==> config.mk <==
export PLATFORM = sky130hd
export DESIGN_NAME = ppu_tile_scheduler
export DESIGN_NICKNAME = d
export VERILOG_FILES = /design/src/rtl/ppu_tile_scheduler.sv
export SDC_FILE = /design/constraint.sdc
export NUM_CORES = 1
export LEC_CHECK = 0
export CAP_MARGIN = 10
export CORE_MARGIN = 2
export CORE_UTILIZATION = 31
export CTS_BUF_LIST = sky130_fd_sc_hd__clkbuf_4 sky130_fd_sc_hd__clkbuf_8
export DETAILED_ROUTE_END_ITERATION = 10
export GPL_ROUTABILITY_DRIVEN = 0
export GPL_TIMING_DRIVEN = 0
export PLACE_DENSITY = 0.59
export SLEW_MARGIN = 20
export SYNTH_ARGS = -nofsm -noshare
export SYNTH_HDL_FRONTEND = slang
export SYNTH_SLANG_ARGS = --single-unit
==> constraint.sdc <==
create_clock -name clk -period 2.8 [get_ports clk]
set_clock_uncertainty 0.05 [all_clocks]
set_input_delay 0.56 -clock clk [delete_from_list [all_inputs] [get_ports clk]]
set_output_delay 0.56 -clock clk [all_outputs]
set_load 0.01 [all_outputs]
==> src/rtl/ppu_tile_scheduler.sv <==
// ppu_tile_scheduler: frame-level sequencer for the VRAM load FSM.
// Walks every background tile in raster order. For each tile it optionally
// scans OAM for the first overlapping sprite, presents tile/sprite data,
// pulses load_start and then waits (with a timeout) for the load to finish.
module ppu_tile_scheduler #(
    parameter int TILE_COLS    = 32,
    parameter int TILE_ROWS    = 30,
    parameter int NUM_SPRITES  = 64,
    parameter int LOAD_TIMEOUT = 511
) (
    input  logic        clk,
    input  logic        rst,
    input  logic        frame_start,
    input  logic [7:0]  ppu_ctrl1,
    input  logic [7:0]  ppu_ctrl2,
    output logic [7:0]  oam_addr,
    input  logic [7:0]  oam_data,
    output logic        load_start,
    input  logic        load_busy,
    output logic [8:0]  curr_row,
    output logic [8:0]  curr_col,
    output logic [15:0] nametable_ptr,
    output logic        sprite_on_tile,
    output logic [15:0] sprite_pattern_base,
    output logic [15:0] background_pattern_base,
    output logic [7:0]  sprite_tile_num,
    output logic [7:0]  sprite_row,
    output logic [7:0]  sprite_col,
    output logic [7:0]  sprite_attr,
    output logic [7:0]  ppu_ctrl2_out,
    output logic        frame_busy,
    output logic        frame_done,
    output logic        load_error
);
    localparam int COL_W  = $clog2(TILE_COLS);
    localparam int ROW_W  = $clog2(TILE_ROWS);
    localparam int SPR_W  = $clog2(NUM_SPRITES);
    localparam int WAIT_W = $clog2(LOAD_TIMEOUT + 1);
    localparam logic [COL_W-1:0]  LAST_COL  = COL_W'(TILE_COLS - 1);
    localparam logic [ROW_W-1:0]  LAST_ROW  = ROW_W'(TILE_ROWS - 1);
    localparam logic [SPR_W-1:0]  LAST_SPR  = SPR_W'(NUM_SPRITES - 1);
    localparam logic [WAIT_W-1:0] WAIT_LAST = WAIT_W'(LOAD_TIMEOUT - 1);

    typedef enum logic [2:0] {
        IDLE, SCAN_INIT, SCAN, LAUNCH, WAIT_ACK, WAIT_DONE, NEXT, DONE
    } state_t;

    state_t             state, state_nxt;
    logic [7:0]         ctrl1_q;
    logic [ROW_W-1:0]   tile_row, row_nxt;
    logic [COL_W-1:0]   tile_col, col_nxt;
    logic [SPR_W-1:0]   spr_idx;
    logic [2:0]         phase;        // 0..3 address cycles, 4 = compare
    logic [7:0]         cap_y, cap_tile, cap_attr;
    logic [WAIT_W-1:0]  wait_cnt;
    logic               hit, last_tile, timeout;
    logic [9:0]         y10, x10, r10, c10;
    logic [15:0]        ptr_nxt;

    // OAM byte address follows the scan position; phase 4 re-reads harmlessly
    assign oam_addr = 8'({spr_idx, phase[1:0]});
    assign sprite_pattern_base     = ctrl1_q[3] ? 16'h1000 : 16'h0000;
    assign background_pattern_base = ctrl1_q[4] ? 16'h1000 : 16'h0000;

    // Overlap test in 10-bit unsigned so Y+8 / X+8 never wrap; X arrives live
    always_comb begin
        y10 = {2'b00, cap_y};
        x10 = {2'b00, oam_data};
        r10 = {1'b0, curr_row};
        c10 = {1'b0, curr_col};
        hit = (cap_y < 8'hF0) &&
              (y10 + 10'd8 > r10) && (y10 < r10 + 10'd8) &&
              (x10 + 10'd8 > c10) && (x10 < c10 + 10'd8);
    end

    // Next raster position and its nametable address
    always_comb begin
        last_tile = (tile_row == LAST_ROW) && (tile_col == LAST_COL);
        if (tile_col == LAST_COL) begin
            col_nxt = '0;
            row_nxt = tile_row + 1'b1;
        end else begin
            col_nxt = tile_col + 1'b1;
            row_nxt = tile_row;
        end
        ptr_nxt = 16'h2000 + {4'b0000, ctrl1_q[1:0], 10'b0}
                + 16'(row_nxt) * 16'(TILE_COLS) + 16'(col_nxt);
    end

    // A normal completion in WAIT_DONE beats the timeout on the same cycle
    assign timeout = ((state == WAIT_ACK) || (state == WAIT_DONE && load_busy))
                     && (wait_cnt == WAIT_LAST);

    // State register
    always_ff @(posedge clk or negedge rst) begin
        if (!rst) state <= IDLE;
        else      state <= state_nxt;
    end

    // Next-state logic
    always_comb begin
        state_nxt = state;
        case (state)
            IDLE:      if (frame_start)
                           state_nxt = (ppu_ctrl2[4:3] == 2'b00) ? DONE : SCAN_INIT;
            SCAN_INIT: state_nxt = ppu_ctrl2_out[4] ? SCAN : LAUNCH;
            SCAN:      if (phase == 3'd4 && (hit || spr_idx == LAST_SPR))
                           state_nxt = LAUNCH;
            LAUNCH:    state_nxt = WAIT_ACK;
            WAIT_ACK:  if (timeout)        state_nxt = NEXT;
                       else if (load_busy) state_nxt = WAIT_DONE;
            WAIT_DONE: if (timeout || !load_busy) state_nxt = NEXT;
            NEXT:      state_nxt = last_tile ? DONE : SCAN_INIT;
            DONE:      state_nxt = IDLE;
            default:   state_nxt = IDLE;
        endcase
    end

    // Datapath: control latching, tile walk, OAM capture, wait counter, flags
    always_ff @(posedge clk or negedge rst) begin
        if (!rst) begin
            ctrl1_q         <= '0;
            ppu_ctrl2_out   <= '0;
            tile_row        <= '0;
            tile_col        <= '0;
            curr_row        <= '0;
            curr_col        <= '0;
            nametable_ptr   <= '0;
            spr_idx         <= '0;
            phase           <= '0;
            cap_y           <= '0;
            cap_tile        <= '0;
            cap_attr        <= '0;
            wait_cnt        <= '0;
            sprite_on_tile  <= 1'b0;
            sprite_tile_num <= '0;
            sprite_row      <= '0;
            sprite_col      <= '0;
            sprite_attr     <= '0;
            load_start      <= 1'b0;
            frame_busy      <= 1'b0;
            frame_done      <= 1'b0;
            load_error      <= 1'b0;
        end else begin
            load_start <= 1'b0;
            frame_done <= 1'b0;
            case (state)
                IDLE: if (frame_start) begin
                    ctrl1_q       <= ppu_ctrl1;
                    ppu_ctrl2_out <= ppu_ctrl2;
                    tile_row      <= '0;
                    tile_col      <= '0;
                    curr_row      <= '0;
                    curr_col      <= '0;
                    nametable_ptr <= 16'h2000 + {4'b0000, ppu_ctrl1[1:0], 10'b0};
                    load_error    <= 1'b0;
                    frame_busy    <= 1'b1;
                end
                SCAN_INIT: begin
                    spr_idx <= '0;
                    phase   <= '0;
                    if (!ppu_ctrl2_out[4]) begin
                        sprite_on_tile  <= 1'b0;
                        sprite_tile_num <= '0;
                        sprite_row      <= '0;
                        sprite_col      <= '0;
                        sprite_attr     <= '0;
                    end
                end
                SCAN: begin
                    case (phase)
                        3'd1:    cap_y    <= oam_data;
                        3'd2:    cap_tile <= oam_data;
                        3'd3:    cap_attr <= oam_data;
                        default: ;
                    endcase
                    if (phase != 3'd4) begin
                        phase <= phase + 3'd1;
                    end else if (hit) begin
                        sprite_on_tile  <= 1'b1;
                        sprite_tile_num <= cap_tile;
                        sprite_row      <= cap_y;
                        sprite_col      <= oam_data;
                        sprite_attr     <= cap_attr;
                    end else if (spr_idx == LAST_SPR) begin
                        sprite_on_tile  <= 1'b0;
                        sprite_tile_num <= '0;
                        sprite_row      <= '0;
                        sprite_col      <= '0;
                        sprite_attr     <= '0;
                    end else begin
                        spr_idx <= spr_idx + 1'b1;
                        phase   <= '0;
                    end
                end
                LAUNCH: begin
                    load_start <= 1'b1;
                    wait_cnt   <= '0;
                end
                WAIT_ACK, WAIT_DONE: begin
                    wait_cnt <= wait_cnt + 1'b1;
                    if (timeout) load_error <= 1'b1;
                end
                NEXT: if (!last_tile) begin
                    tile_row      <= row_nxt;
                    tile_col      <= col_nxt;
                    curr_row      <= 9'({row_nxt, 3'b000});
                    curr_col      <= 9'({col_nxt, 3'b000});
                    nametable_ptr <= ptr_nxt;
                end
                DONE: begin
                    frame_done <= 1'b1;
                    frame_busy <= 1'b0;
                end
                default: ;
            endcase
        end
    end
endmodule

==> impl_metrics.sql <==
INSERT INTO impl_metrics (metric_group, metric, value, unit) VALUES
('yosys', 'ys_async_sr_fraction', '100', '%'),
('sta', 'final-max-slew-violation-count', '0', ''),
('cts', 'clockRootBuffer', 'sky130_fd_sc_hd__clkbuf_8', ''),
('power_and_ir_drop', 'power_density', '809', 'nW/µm²'),
('yosys', 'postSynthAreaPerCell', '10.0', 'µm²'),
('yosys', 'ys.flop_type', 'sky130_fd_sc_hd__dfrtp_1', ''),
('global_route', 'global_route.usage.total', '15.6', '%'),
('detailed_routing', 'routed_met2_length', '7940', 'µm'),
('sta', 'timing.final.setup_violations', '0', ''),
('yosys', 'synth_cells', '643', ''),
('cts', 'clk_latency', '400', 'ps'),
('power_and_ir_drop', 'cellLeakagePower', '3.78', 'nW'),
('worst_setup_path', 'critical_path_required', '3040', 'ps'),
('yosys', 'post-synth-top-count-cell', 'sky130_fd_sc_hd__dfrtp_1', ''),
('die', 'dieArea', '22000', 'µm²'),
('layout', 'proportion_of_layout_cells_with_a_drive_suffix_above_1', '24.6', '%'),
('yosys', 'post_synth_most_frequent_cells', '107 x sky130_fd_sc_hd__dfrtp_1, 57 x sky130_fd_sc_hd__buf_4, 56 x sky130_fd_sc_hd__nand2_1', ''),
('cts', 'cts_tree', 'yes', ''),
('cts', 'cts.path.max_buffers', '2', ''),
('die', 'num_io_pins', '147', ''),
('sta', 'slew_headroom', '54.2', '%'),
('worst_setup_path', 'critical_path_peak_fanout', '5', ''),
('detailed_routing', 'wl_per_cell', '15.7', 'µm'),
('status', 'outcome', 'completed', ''),
('layout', 'finalNetCount', '874', ''),
('detailed_routing', 'top_layer_used', 'met4', ''),
('placed_design', 'place_ws', '-941', 'ps'),
('cts', 'htree_levels', '3', ''),
('die', 'starting_density', '31.8', '%'),
('global_route', 'antenna_found_initial', '0', ''),
('sta', 'final_sum_of_negative_setup_slack', '0', 'ps'),
('sta', 'fmax', '369', 'MHz'),
('yosys', 'synth_edf_count', '0', ''),
('global_route', 'overflow_after_grt', '0', ''),
('power_and_ir_drop', 'irDropWorstVdd', '0.389', 'mV'),
('detailed_routing', 'detailedRoute.firstIterationViolations', '394', ''),
('cts', 'clkSinkCount', '107', ''),
('detailed_routing', 'drc', '0', ''),
('die', 'fp-row-count', '52', ''),
('worst_setup_path', 'worst_setup_path_start_kind', 'input port', ''),
('worst_setup_path', 'endpoint_kind', 'register', ''),
('die', 'floorplan.die.height', '148', 'µm'),
('yosys', 'seq_area_frac_synth', '41.5', '%'),
('job', 'maxCapViolCount', '0', ''),
('detailed_routing', 'vias', '5247', ''),
('layout', 'num_antenna_cells', '0', ''),
('sta', 'timing.final.hold_violations', '0', ''),
('worst_setup_path', 'critical_setup_path_kind', 'in -> reg', ''),
('detailed_routing', 'wl_met3', '716', 'µm'),
('die', 'chipWidth', '148', 'µm'),
('detailed_routing', 'dr.pass1.iters', '4', ''),
('detailed_routing', 'drtAntennaViolNets', '0', ''),
('yosys', 'ys_ff_latch', '107', ''),
('sta', 'tightestPinTransition', '686', 'ps'),
('sta', 'min_period', '2710', 'ps'),
('layout', 'final_core_util', '41.6', '%'),
('worst_setup_path', 'cp_data_arrival_time', '2950', 'ps'),
('global_route', 'first_global_vias', '5017', ''),
('yosys', 'netlist-cell-type-count', '65', ''),
('placed_design', 'place.port_buffers', '101', ''),
('yosys', 'synth-warning-count', '0', ''),
('die', 'floorplan.core_area', '20300', 'µm²'),
('yosys', 'synth_top_area_share', '41.5', '%'),
('sta', 'fin_ws', '90.6', 'ps'),
('global_route', 'largest_net_degree_at_the_start_of_global_routing', '62', ''),
('cts', 'total_cts_buffers', '9', ''),
('detailed_routing', 'post_drt_via_cell_ratio', '4.83', ''),
('detailed_routing', 'wl', '17000', 'µm'),
('yosys', 'synth_largest_area_cell', 'sky130_fd_sc_hd__dfrtp_1', ''),
('yosys', 'syn_std_cell_area', '6450', 'µm²'),
('worst_hold_path', 'worstHoldPathType', 'in -> async', ''),
('yosys', 'synth.top_cells.by_area', 'sky130_fd_sc_hd__dfrtp_1 42%, sky130_fd_sc_hd__buf_4 6.6%, sky130_fd_sc_hd__ha_1 6.6%', ''),
('sta', 'period_share', '96.8', '%'),
('placed_design', 'dp_hpwl', '12200', 'µm'),
('global_route', 'grt_pass1_wl', '27200', 'µm'),
('cts', 'clk_pin_slew', '140', 'ps'),
('detailed_routing', 'met1_length', '8160', 'µm'),
('power_and_ir_drop', 'report.power.total', '6.84', 'mW'),
('layout', 'synthToLayoutAreaGrowth', '31.0', '%'),
('cts', 'cts_hold_buf', '0', '');
[metrics by stage]
stage          std cells  area (µm²)  hold slack (ps)
5_1_grt             1087        8450              122
3_3_place_gp        1054        7950              408
4_1_cts             1081        8380             98.4
6_report            1087        8450             92.1
2_1_floorplan        683        6600              214
3_5_place_dp        1055        7980              406
[layout make-up]
| cell class | instances | area (µm²) |
|---|---|---|
| Buffer | 93 | 648 |
| Clock buffer | 9 | 124 |
| Clock inverter | 7 | 91.3 |
| Fill cell | 2030 | 11800 |
| Inverter | 23 | 86.3 |
| Multi-Input combinational cell | 460 | 3270 |
| Sequential cell | 107 | 2690 |
| Tap cell | 270 | 338 |
| Timing Repair Buffer | 118 | 1210 |
[metal layers]
| metal | global-route usage [%] | vias to the layer above |
|---|---|---|
| met5 | 0 | - |
| met4 | 4.81 | 0 |
| met3 | 2.98 | 15 |
| met2 | 24.4 | 113 |
| met1 | 21.8 | 2542 |
| li1 | - | 2577 |
[registers in the layout, indices dropped and copies added, names as in the netlist]
| register | count |
|---|---|
| sprite_tile_num | 8 |
| load_error | 1 |
| sprite_attr | 8 |
| load_start | 1 |
| wait_cnt | 9 |
| cap_y | 8 |
| sprite_on_tile | 1 |
| cap_attr | 8 |
| ctrl1_q | 4 |
| spr_idx | 6 |
| frame_busy | 1 |
| sprite_col | 8 |
| cap_tile | 8 |
| ppu_ctrl2_out | 8 |
| phase | 3 |
| sprite_row | 8 |
| frame_done | 1 |
| state | 3 |
| nametable_ptr | 13 |
[power by group]
part	internal, mW	total (mW)	switching [mW]
Sequential	1.94	2.29	0.342
Combinational	1.59	3.52	1.92
Clock	0.369	1.04	0.669
Total	3.90	6.84	2.93
[worst max-delay path: stages]
cell and delay [ps]:
sky130_fd_sc_hd__dlygate4sd2_1 260, sky130_fd_sc_hd__clkbuf_8 140, sky130_fd_sc_hd__buf_4 130, sky130_fd_sc_hd__xor2_1 150, sky130_fd_sc_hd__ha_1 320, sky130_fd_sc_hd__nand4b_4 120, sky130_fd_sc_hd__o41ai_2 70, sky130_fd_sc_hd__a21o_2 240
sky130_fd_sc_hd__a31o_4 270, sky130_fd_sc_hd__o21ai_4 330, sky130_fd_sc_hd__buf_12 170, sky130_fd_sc_hd__buf_6 100, sky130_fd_sc_hd__o21ai_0 80
[repair_timing]
item,4_1_cts,5_1_grt
cloned,2,0
pin swaps,3,3
gates resized for setup,27,23
setup buffers,8,6
setup endpoints to repair,43,37
[final timing paths]
path | depth (start not counted) | startpoint | endpoint | slack, ps
max | 13 | oam_data[5] | sprite_tile_num[4] | 90
min | 1 | rst | cap_tile[7] | 90
max reg2reg | 12 | nametable_ptr[1] | sprite_tile_num[4] | 120
min reg2reg | 1 | nametable_ptr[13] | nametable_ptr[13] | 440
max in group asynchronous | 2 | rst | cap_y[4] | 1950
min in group clk | 1 | nametable_ptr[13] | nametable_ptr[13] | 440
[layout by cell type, fill, tap and decap left out, types with 5 or more instances in the layout]
master	netlist	final
sky130_fd_sc_hd__buf_6	6	5
sky130_fd_sc_hd__nand4_1	8	8
sky130_fd_sc_hd__mux2_2	34	34
sky130_fd_sc_hd__dfrtp_2	0	6
sky130_fd_sc_hd__dfrtp_1	107	101
sky130_fd_sc_hd__o22ai_1	5	5
sky130_fd_sc_hd__xnor2_1	9	9
sky130_fd_sc_hd__o21ai_1	2	8
sky130_fd_sc_hd__inv_1	23	23
sky130_fd_sc_hd__conb_1	1	41
sky130_fd_sc_hd__clkbuf_1	17	15
sky130_fd_sc_hd__clkbuf_8	0	10
sky130_fd_sc_hd__ha_1	34	31
sky130_fd_sc_hd__o21ai_0	38	32
sky130_fd_sc_hd__buf_4	57	68
sky130_fd_sc_hd__nand2b_1	8	8
sky130_fd_sc_hd__nand2_2	3	5
sky130_fd_sc_hd__a32oi_1	33	33
sky130_fd_sc_hd__nor2_1	16	16
sky130_fd_sc_hd__nand2_1	56	54
sky130_fd_sc_hd__a21oi_1	22	22
sky130_fd_sc_hd__and3_1	38	38
sky130_fd_sc_hd__clkdlybuf4s50_1	0	95
sky130_fd_sc_hd__o21ai_2	20	20
sky130_fd_sc_hd__buf_2	12	14
sky130_fd_sc_hd__nor4_1	5	5
sky130_fd_sc_hd__nand3_1	22	22
[logic make-up after synthesis]
group / Yosys count / synth area share [%]
and+or+nand+nor: 183 / 15.3
AOI/OAI and AO/OA: 152 / 17.3
buffers and inverters: 116 / 11.0
DFF: 107 / 41.5
muxes: 38 / 6.56
adders and majority gates: 34 / 6.59
xor gates and xnor gates: 12 / 1.63
other: 1 / 0.0581
No activity file was read; power rests on OpenSTA's default activity.
